`src/rtl/reg_wr_arbiter_pkg.sv`:
```
// ---------------------------------------------------------------------------
// reg_wr_arbiter_pkg
// Shared types and helpers for the register-bank write-port arbiter.
//   arb_state_e : arbiter state (idle search / burst lock)
//   idx_w()     : width of a requester index for a given requester count
// ---------------------------------------------------------------------------
package reg_wr_arbiter_pkg;

    typedef enum logic [0:0] {
        ST_IDLE = 1'b0,
        ST_LOCK = 1'b1
    } arb_state_e;

    // Requester index width; a single requester still needs one bit.
    function automatic int idx_w(input int n);
        if (n < 32'sd2) begin
            return 32'sd1;
        end else begin
            return $clog2(n);
        end
    endfunction

endpackage : reg_wr_arbiter_pkg

```
`src/rtl/reg_wr_arbiter_rr_pick.sv`:
```
// ---------------------------------------------------------------------------
// reg_wr_arbiter_rr_pick
// Combinational rotate-priority encoder. Starting at ptr_i and wrapping
// modulo NREQ, reports the first requester whose valid bit is set.
// Ports:
//   valid_i [NREQ] : request vector
//   ptr_i   [IW]   : highest-priority index (always < NREQ)
//   grant_o [IW]   : index of the winning requester (0 when none)
//   any_o          : at least one requester is valid
// ---------------------------------------------------------------------------
module reg_wr_arbiter_rr_pick
    import reg_wr_arbiter_pkg::*;
#(
    parameter int NREQ = 4,
    parameter int IW   = idx_w(NREQ)
) (
    input  logic [NREQ-1:0] valid_i,
    input  logic [IW-1:0]   ptr_i,
    output logic [IW-1:0]   grant_o,
    output logic            any_o
);

    // One spare bit so ptr + offset cannot overflow before the wrap.
    localparam int SW = IW + 1;

    logic [SW-1:0] cand_s;
    logic [IW-1:0] grant_s;
    logic          any_s;

    // Walk the search order ptr, ptr+1, ... and keep the first valid hit.
    always_comb begin
        cand_s  = '0;
        grant_s = '0;
        any_s   = 1'b0;
        for (int k = 0; k < NREQ; k++) begin
            cand_s = {1'b0, ptr_i} + SW'(k);
            if (cand_s >= SW'(NREQ)) begin
                cand_s = cand_s - SW'(NREQ);
            end else begin
                cand_s = cand_s;
            end
            if (!any_s && valid_i[cand_s[IW-1:0]]) begin
                any_s   = 1'b1;
                grant_s = cand_s[IW-1:0];
            end else begin
                any_s   = any_s;
            end
        end
    end

    assign grant_o = grant_s;
    assign any_o   = any_s;

endmodule : reg_wr_arbiter_rr_pick

```
`src/rtl/reg_wr_arbiter.sv`:
```
// ---------------------------------------------------------------------------
// reg_wr_arbiter
// Round-robin arbiter sharing the single write port of a register bank
// between NREQ requesters, with burst locking. Write outputs are registered
// and feed the bank's per-register clock enable / data directly.
// Ports:
//   C_i, R_i           : clock (rising edge), synchronous active-high reset
//   req_valid_i [NREQ] : per-requester beat valid
//   req_last_i  [NREQ] : beat is the final one of its burst
//   req_addr_i  [NREQ*AW], req_data_i [NREQ*DW] : packed, requester i at i*W
//   req_ready_o [NREQ] : combinational one-hot/zero accept
//   stall_i            : freezes arbitration and acceptance
//   wr_en_o, wr_addr_o, wr_data_o, wr_src_o : registered bank write beat
//   locked_o           : registered, high while a burst owns the port
// ---------------------------------------------------------------------------
module reg_wr_arbiter
    import reg_wr_arbiter_pkg::*;
#(
    parameter int NREQ    = 4,
    parameter int DW      = 32,
    parameter int AW      = 5,
    parameter bit ZERO_WR = 1'b0
) (
    input  logic                  C_i,
    input  logic                  R_i,
    input  logic [NREQ-1:0]       req_valid_i,
    input  logic [NREQ-1:0]       req_last_i,
    input  logic [NREQ*AW-1:0]    req_addr_i,
    input  logic [NREQ*DW-1:0]    req_data_i,
    output logic [NREQ-1:0]       req_ready_o,
    input  logic                  stall_i,
    output logic                  wr_en_o,
    output logic [AW-1:0]         wr_addr_o,
    output logic [DW-1:0]         wr_data_o,
    output logic [idx_w(NREQ)-1:0] wr_src_o,
    output logic                  locked_o
);

    localparam int IW = idx_w(NREQ);

    // Sequential state
    arb_state_e    state_q, state_d;
    logic [IW-1:0] ptr_q, ptr_d;
    logic [IW-1:0] owner_q, owner_d;
    logic          wr_en_q, wr_en_d;
    logic [AW-1:0] wr_addr_q, wr_addr_d;
    logic [DW-1:0] wr_data_q, wr_data_d;
    logic [IW-1:0] wr_src_q, wr_src_d;
    logic          locked_q, locked_d;

    // Combinational datapath
    logic [IW-1:0]   grant_s;
    logic            any_s;
    logic [NREQ-1:0] ready_s;
    logic            accept_s;
    logic [IW-1:0]   sel_s;
    logic [IW-1:0]   next_ptr_s;
    logic [AW-1:0]   sel_addr_s;
    logic [DW-1:0]   sel_data_s;
    logic            sel_last_s;

    reg_wr_arbiter_rr_pick #(
        .NREQ (NREQ),
        .IW   (IW)
    ) u_pick (
        .valid_i (req_valid_i),
        .ptr_i   (ptr_q),
        .grant_o (grant_s),
        .any_o   (any_s)
    );

    // Ready generation: search winner when idle, owner only when locked.
    // Reset and stall both force every ready bit low.
    always_comb begin
        ready_s = '0;
        if (R_i || stall_i) begin
            ready_s = '0;
        end else begin
            case (state_q)
                ST_IDLE: begin
                    if (any_s) begin
                        ready_s[grant_s] = 1'b1;
                    end else begin
                        ready_s = '0;
                    end
                end
                ST_LOCK: begin
                    ready_s[owner_q] = req_valid_i[owner_q];
                end
                default: begin
                    ready_s = '0;
                end
            endcase
        end
    end

    assign req_ready_o = ready_s;
    assign accept_s    = |(req_valid_i & ready_s);
    assign sel_s       = (state_q == ST_LOCK) ? owner_q : grant_s;

    // Fetch the address/data/last of the requester currently being served.
    always_comb begin
        sel_addr_s = '0;
        sel_data_s = '0;
        sel_last_s = 1'b0;
        for (int i = 0; i < NREQ; i++) begin
            if (sel_s == IW'(i)) begin
                sel_addr_s = req_addr_i[i*AW +: AW];
                sel_data_s = req_data_i[i*DW +: DW];
                sel_last_s = req_last_i[i];
            end else begin
                sel_last_s = sel_last_s;
            end
        end
    end

    // Pointer successor of the served requester, wrapping at NREQ-1.
    always_comb begin
        if (sel_s == IW'(NREQ - 1)) begin
            next_ptr_s = '0;
        end else begin
            next_ptr_s = sel_s + IW'(1);
        end
    end

    // FSM next state: a non-last beat in IDLE locks, a last beat unlocks.
    always_comb begin
        state_d = state_q;
        ptr_d   = ptr_q;
        owner_d = owner_q;
        case (state_q)
            ST_IDLE: begin
                if (accept_s) begin
                    if (sel_last_s) begin
                        ptr_d = next_ptr_s;
                    end else begin
                        state_d = ST_LOCK;
                        owner_d = grant_s;
                    end
                end else begin
                    state_d = ST_IDLE;
                end
            end
            ST_LOCK: begin
                if (accept_s && sel_last_s) begin
                    state_d = ST_IDLE;
                    ptr_d   = next_ptr_s;
                end else begin
                    state_d = ST_LOCK;
                end
            end
            default: begin
                state_d = ST_IDLE;
                ptr_d   = '0;
                owner_d = '0;
            end
        endcase
    end

    // Output register next values: load the beat on accept, else drop the
    // strobe and hold the last address/data/source for the bank.
    always_comb begin
        wr_en_d   = 1'b0;
        wr_addr_d = wr_addr_q;
        wr_data_d = wr_data_q;
        wr_src_d  = wr_src_q;
        locked_d  = (state_d == ST_LOCK);
        if (accept_s) begin
            // Address 0 is a hard-wired zero register unless ZERO_WR is set.
            wr_en_d   = ZERO_WR || (sel_addr_s != AW'(0));
            wr_addr_d = sel_addr_s;
            wr_data_d = sel_data_s;
            wr_src_d  = sel_s;
        end else begin
            wr_en_d   = 1'b0;
        end
    end

    // State and output registers with synchronous reset.
    always_ff @(posedge C_i) begin
        if (R_i) begin
            state_q   <= ST_IDLE;
            ptr_q     <= '0;
            owner_q   <= '0;
            wr_en_q   <= 1'b0;
            wr_addr_q <= '0;
            wr_data_q <= '0;
            wr_src_q  <= '0;
            locked_q  <= 1'b0;
        end else begin
            state_q   <= state_d;
            ptr_q     <= ptr_d;
            owner_q   <= owner_d;
            wr_en_q   <= wr_en_d;
            wr_addr_q <= wr_addr_d;
            wr_data_q <= wr_data_d;
            wr_src_q  <= wr_src_d;
            locked_q  <= locked_d;
        end
    end

    assign wr_en_o   = wr_en_q;
    assign wr_addr_o = wr_addr_q;
    assign wr_data_o = wr_data_q;
    assign wr_src_o  = wr_src_q;
    assign locked_o  = locked_q;

endmodule : reg_wr_arbiter

```
`config.mk`:
```
export PLATFORM = sky130hd
export DESIGN_NAME = reg_wr_arbiter
export DESIGN_NICKNAME = d
export VERILOG_FILES = /design/src/rtl/reg_wr_arbiter_pkg.sv /design/src/rtl/reg_wr_arbiter_rr_pick.sv /design/src/rtl/reg_wr_arbiter.sv
export SDC_FILE = /design/constraint.sdc
export NUM_CORES = 1
export LEC_CHECK = 0
export ABC_CLOCK_PERIOD_IN_PS = 7440
export CELL_PAD_IN_SITES_DETAIL_PLACEMENT = 1
export CELL_PAD_IN_SITES_GLOBAL_PLACEMENT = 1
export CORE_UTILIZATION = 26
export DETAILED_ROUTE_END_ITERATION = 10
export GPL_TIMING_DRIVEN = 0
export PLACE_DENSITY = 0.93
export SLEW_MARGIN = 10
export SYNTH_ARGS = -nofsm -noshare
export SYNTH_HDL_FRONTEND = slang
export SYNTH_SLANG_ARGS = --single-unit
```
`constraint.sdc`:
```
create_clock -name C_i -period 7.44 [get_ports C_i]
set_input_delay 0.744 -clock C_i [delete_from_list [all_inputs] [get_ports C_i]]
set_output_delay 0.744 -clock C_i [all_outputs]
set_load 0.02 [all_outputs]
```
==> metrics.md <==
| Metric | Value |
|---|---|
| Via Count | 4041 |
| GP Congestion | 0.9226 |
| Final core utilization | 47.50% |
| Headroom to the max-slew limit | 49.67% |
| Final period utilization | 58.31% |
| Y dimension of the die | 110.7 microns |
| Cell types occupying the most area after synthesis | dfxtp_1, nor3_1, a221oi_1, a211oi_1, nor2b_1 |
| Unrepaired setup endpoints after global routing | false |
| Worst-path maximum fanout | 10 |
| Library cell occupying the most area in the post-synthesis netlist | dfxtp_1 |
| Result of the run | completed |
| Maximum buffer depth of the clock tree | 2 |
| Max-slew violation total from the final report | 0 |
| Final std cells w/o fill | 750 |
| Area growth from synthesis to layout | 77.46% |
| Count of yosys warnings during synthesis | 0 |
| Post-detailed-placement cell area | 5270 sq um |
| Synthesized area per cell | 7.731 sq um |
| Achievable frequency | 230.5 MHz |
| Leakage Power | 0.001934 uW |
| Startpoint types | primary input |
| Number of max-capacitance violations reported | 0 |
| Port Buffer Count | 202 |
| Placement Rows | 39 |
| IO Pins | 204 |
| Detailed Routing Iterations Pass 1 | 4 |
| Proportion of layout cells with a drive suffix above 1 | 5.107% |
| Number of inserted filler cells in the final layout | 1353 |
| Worst Setup End Kind | flop |
| DIE AREA | 12240 sq um |
| Clk_lat worst skew | 0.28 ns |
| Remaining routing DRC violations | 0 |
| Top-area cell type share of the netlist area | 29.35% |
| Final hold violation count | 0 |
| Pin count of the biggest net entering global routing | 15 |
| Count of H-tree levels built during CTS | 2 |
| Overall power | 1969 uW |
| Time the final worst path needs with I/O delays and setup | 4.338 ns |
| Proportion of register bits with asynchronous set or reset after synthesis | 0% |
| Maximum ir drop on the vdd rail | 0.0001602 V |
| Crit Reg-Reg Startpoint | ptr_q[1] |
| Initial detailed-routing violation count | 97 |
| Number of CTS-inserted buffers | 5 |
| Netlist area before placement | 3069 sq um |
| Distinct cell type count of the synthesized netlist | 45 |
| First-pass GRT wire length | 23.03 mm |
| Half-perimeter wire length after placement | 11.96 mm |
| Number of hold buffers added after cts | 0 |
| Power density relative to cell area | 361.6 nW/um^2 |
| Clock tree sinks | 45 |
| Prevailing post-synth register cell | dfxtp_1 |
| Net count after synthesis | 560 |
| Final ANT Viol Nets | 0 |
| Number of cells upsized or downsized after cts | 0 |
| Floorplan Core Area | 11470 sq um |
| Total global routing overflow | 0 |
| Required time worst endpoint | 7.62 ns |
| Cells after DPL | 742 |
| Synthesized netlist cell count | 397 |
| Start point of the critical path | req_valid_i[2] |
| Buffer type at the clock tree root | clkbuf_16 |
| Synth Register Bits | 45 |
| Starting Density | 26.76% |
| CTS tree | built |
| Post-CTS clock slew at the launch and capture registers of the worst setup and hold paths | 0.06 ns |
| Floorplan die width | 110.7 microns |
| Number of diodes added for antenna fixing | 0 |
| Post-DR wirelength/cell | 19.75 microns |
| Avg Vias per Cell | 5.388 |
| Type of the worst min-delay path | reg -> reg |
| Final Instance Area | 5446 sq um |
| Vias in the first global route | 4394 |
| Number of enable-type register cells in the synthesized netlist | 0 |
| Antenna violations before repair | 0 |
| Number of setup buffers added after CTS | 0 |
| Min-Delay Startpoint | owner_q[1] |
| Aggregate negative setup slack | 0 ns |
| Global-route usage over all layers | 23.71% |
| Slew at the pin closest to its max-slew limit | 0.7549 ns |
| Sequential area share after synthesis | 29.35% |
| Type of the setup path with the least slack | in -> reg |
| Total detailed-routing wirelength | 14.81 mm |
| Number of nets at the end of the flow | 769 |
| Final setup violation count | 0 |
| Arrival time of the worst setup path | 4.52 ns |
| Clk_skew | 0.005258 ns |
==> sequential cells by signal (all words and copies together) (netlist names), named ones only <==
signal     cells
wr_en_o        1
owner_q        2
wr_src_o       2
wr_data_o     32
ptr_q          2
wr_addr_o      5
==> per-layer routing <==
metal	vias to the layer above	GRT usage, %	share of wire [%]
met5	-	0	0
met4	0	4.978	1.7
met3	16	5.577	5.7
met2	159	45.30	53
met1	1922	26.34	40
li1	1944	-	-
==> final cells by class <==
class,count,area [sq um],share of cell area [%]
repair buffers,202,2022,37.12
multi-input cells,299,1941,35.63
flip-flops and latches,45,900.9,16.54
plain buffers,43,188.9,3.469
well taps,143,178.9,3.285
clock buffers,6,138.9,2.550
inverters,10,38.79,0.7122
clock inverters,2,37.54,0.6892
==> worst max-delay path: stages <==
cell	delay, ns
clkdlybuf4s50_1	0.62
nor2b_1	0.22
o2bb2ai_1	0.13
or2_1	0.18
o21a_1	0.28
clkinv_2	0.15
ha_1	0.30
nor2b_1	0.15
clkbuf_1	0.54
clkbuf_1	0.45
a221oi_1	0.17
nor3_1	0.21
a21oi_1	0.08
a211oi_1	0.28
==> cells in the mapped netlist (2+ instances only) <==
cell      instances
clkbuf_1         25
o21ai_0           4
a221o_1           4
buf_1             3
nor2b_1          38
a21oi_1          42
o31ai_1           2
a21o_1            2
nor3_1           75
nand2b_1          3
a211oi_1         37
dfxtp_1          45
inv_1             8
buf_2            13
a22oi_1           3
nand3b_1          3
mux2i_1           4
ha_1              4
nor2_1           11
a221oi_1         35
nand2_1          10
nand3_1           3
==> logic make-up (layout without fill, tap and decap cells) <==
family	Yosys count	after routing	share of synthesized area (%)
fa+ha+maj	4	4	1.631
buf+inv	53	263	7.419
flops	45	45	29.35
compound gates	144	144	34.37
mux	5	5	1.671
simple gates	146	146	25.56
==> power breakdown <==
group	total [uW]	switching (uW)	internal, uW
sequential	368	48.0	320
combinational	1340	774	566
clock	261	93.2	168
total	1970	915	1050
==> cells in the final DEF (no fill, tap or decap), drive strengths merged, types with 2 or more instances in the layout <==
cell type and count:
a211oi 38, dfxtp 45, o21ai 6, o31ai 2, mux2i 4, clkbuf 31
nand3 3, a221oi 35, inv 9, a21boi 2, a21oi 42, a22oi 3
nor2b 38, nand2 10, nand3b 3, buf 18, a21o 2, ha 4
nor2 11, clkdlybuf4s50 202, nand2b 3, a221o 4, nor3 75
==> worst paths after layout <==
path / to / slack (ns) / depth (start not counted)
max: wr_data_o[5] / 3.10 / 14
min: owner_q[1] / 0.54 / 2
max reg2reg: wr_data_o[5] / 3.79 / 14
min reg2reg: owner_q[1] / 0.54 / 2
==> metrics by stage <==
stage,setup WS (ns),hold slack [ns]
2_1_floorplan,4.372,0.4819
3_3_place_gp,3.059,0.5181
3_5_place_dp,2.898,0.5242
4_1_cts,3.126,0.5396
5_1_grt,2.855,0.5641
6_report,3.102,0.5413
Power figures use the tool's default switching activity.
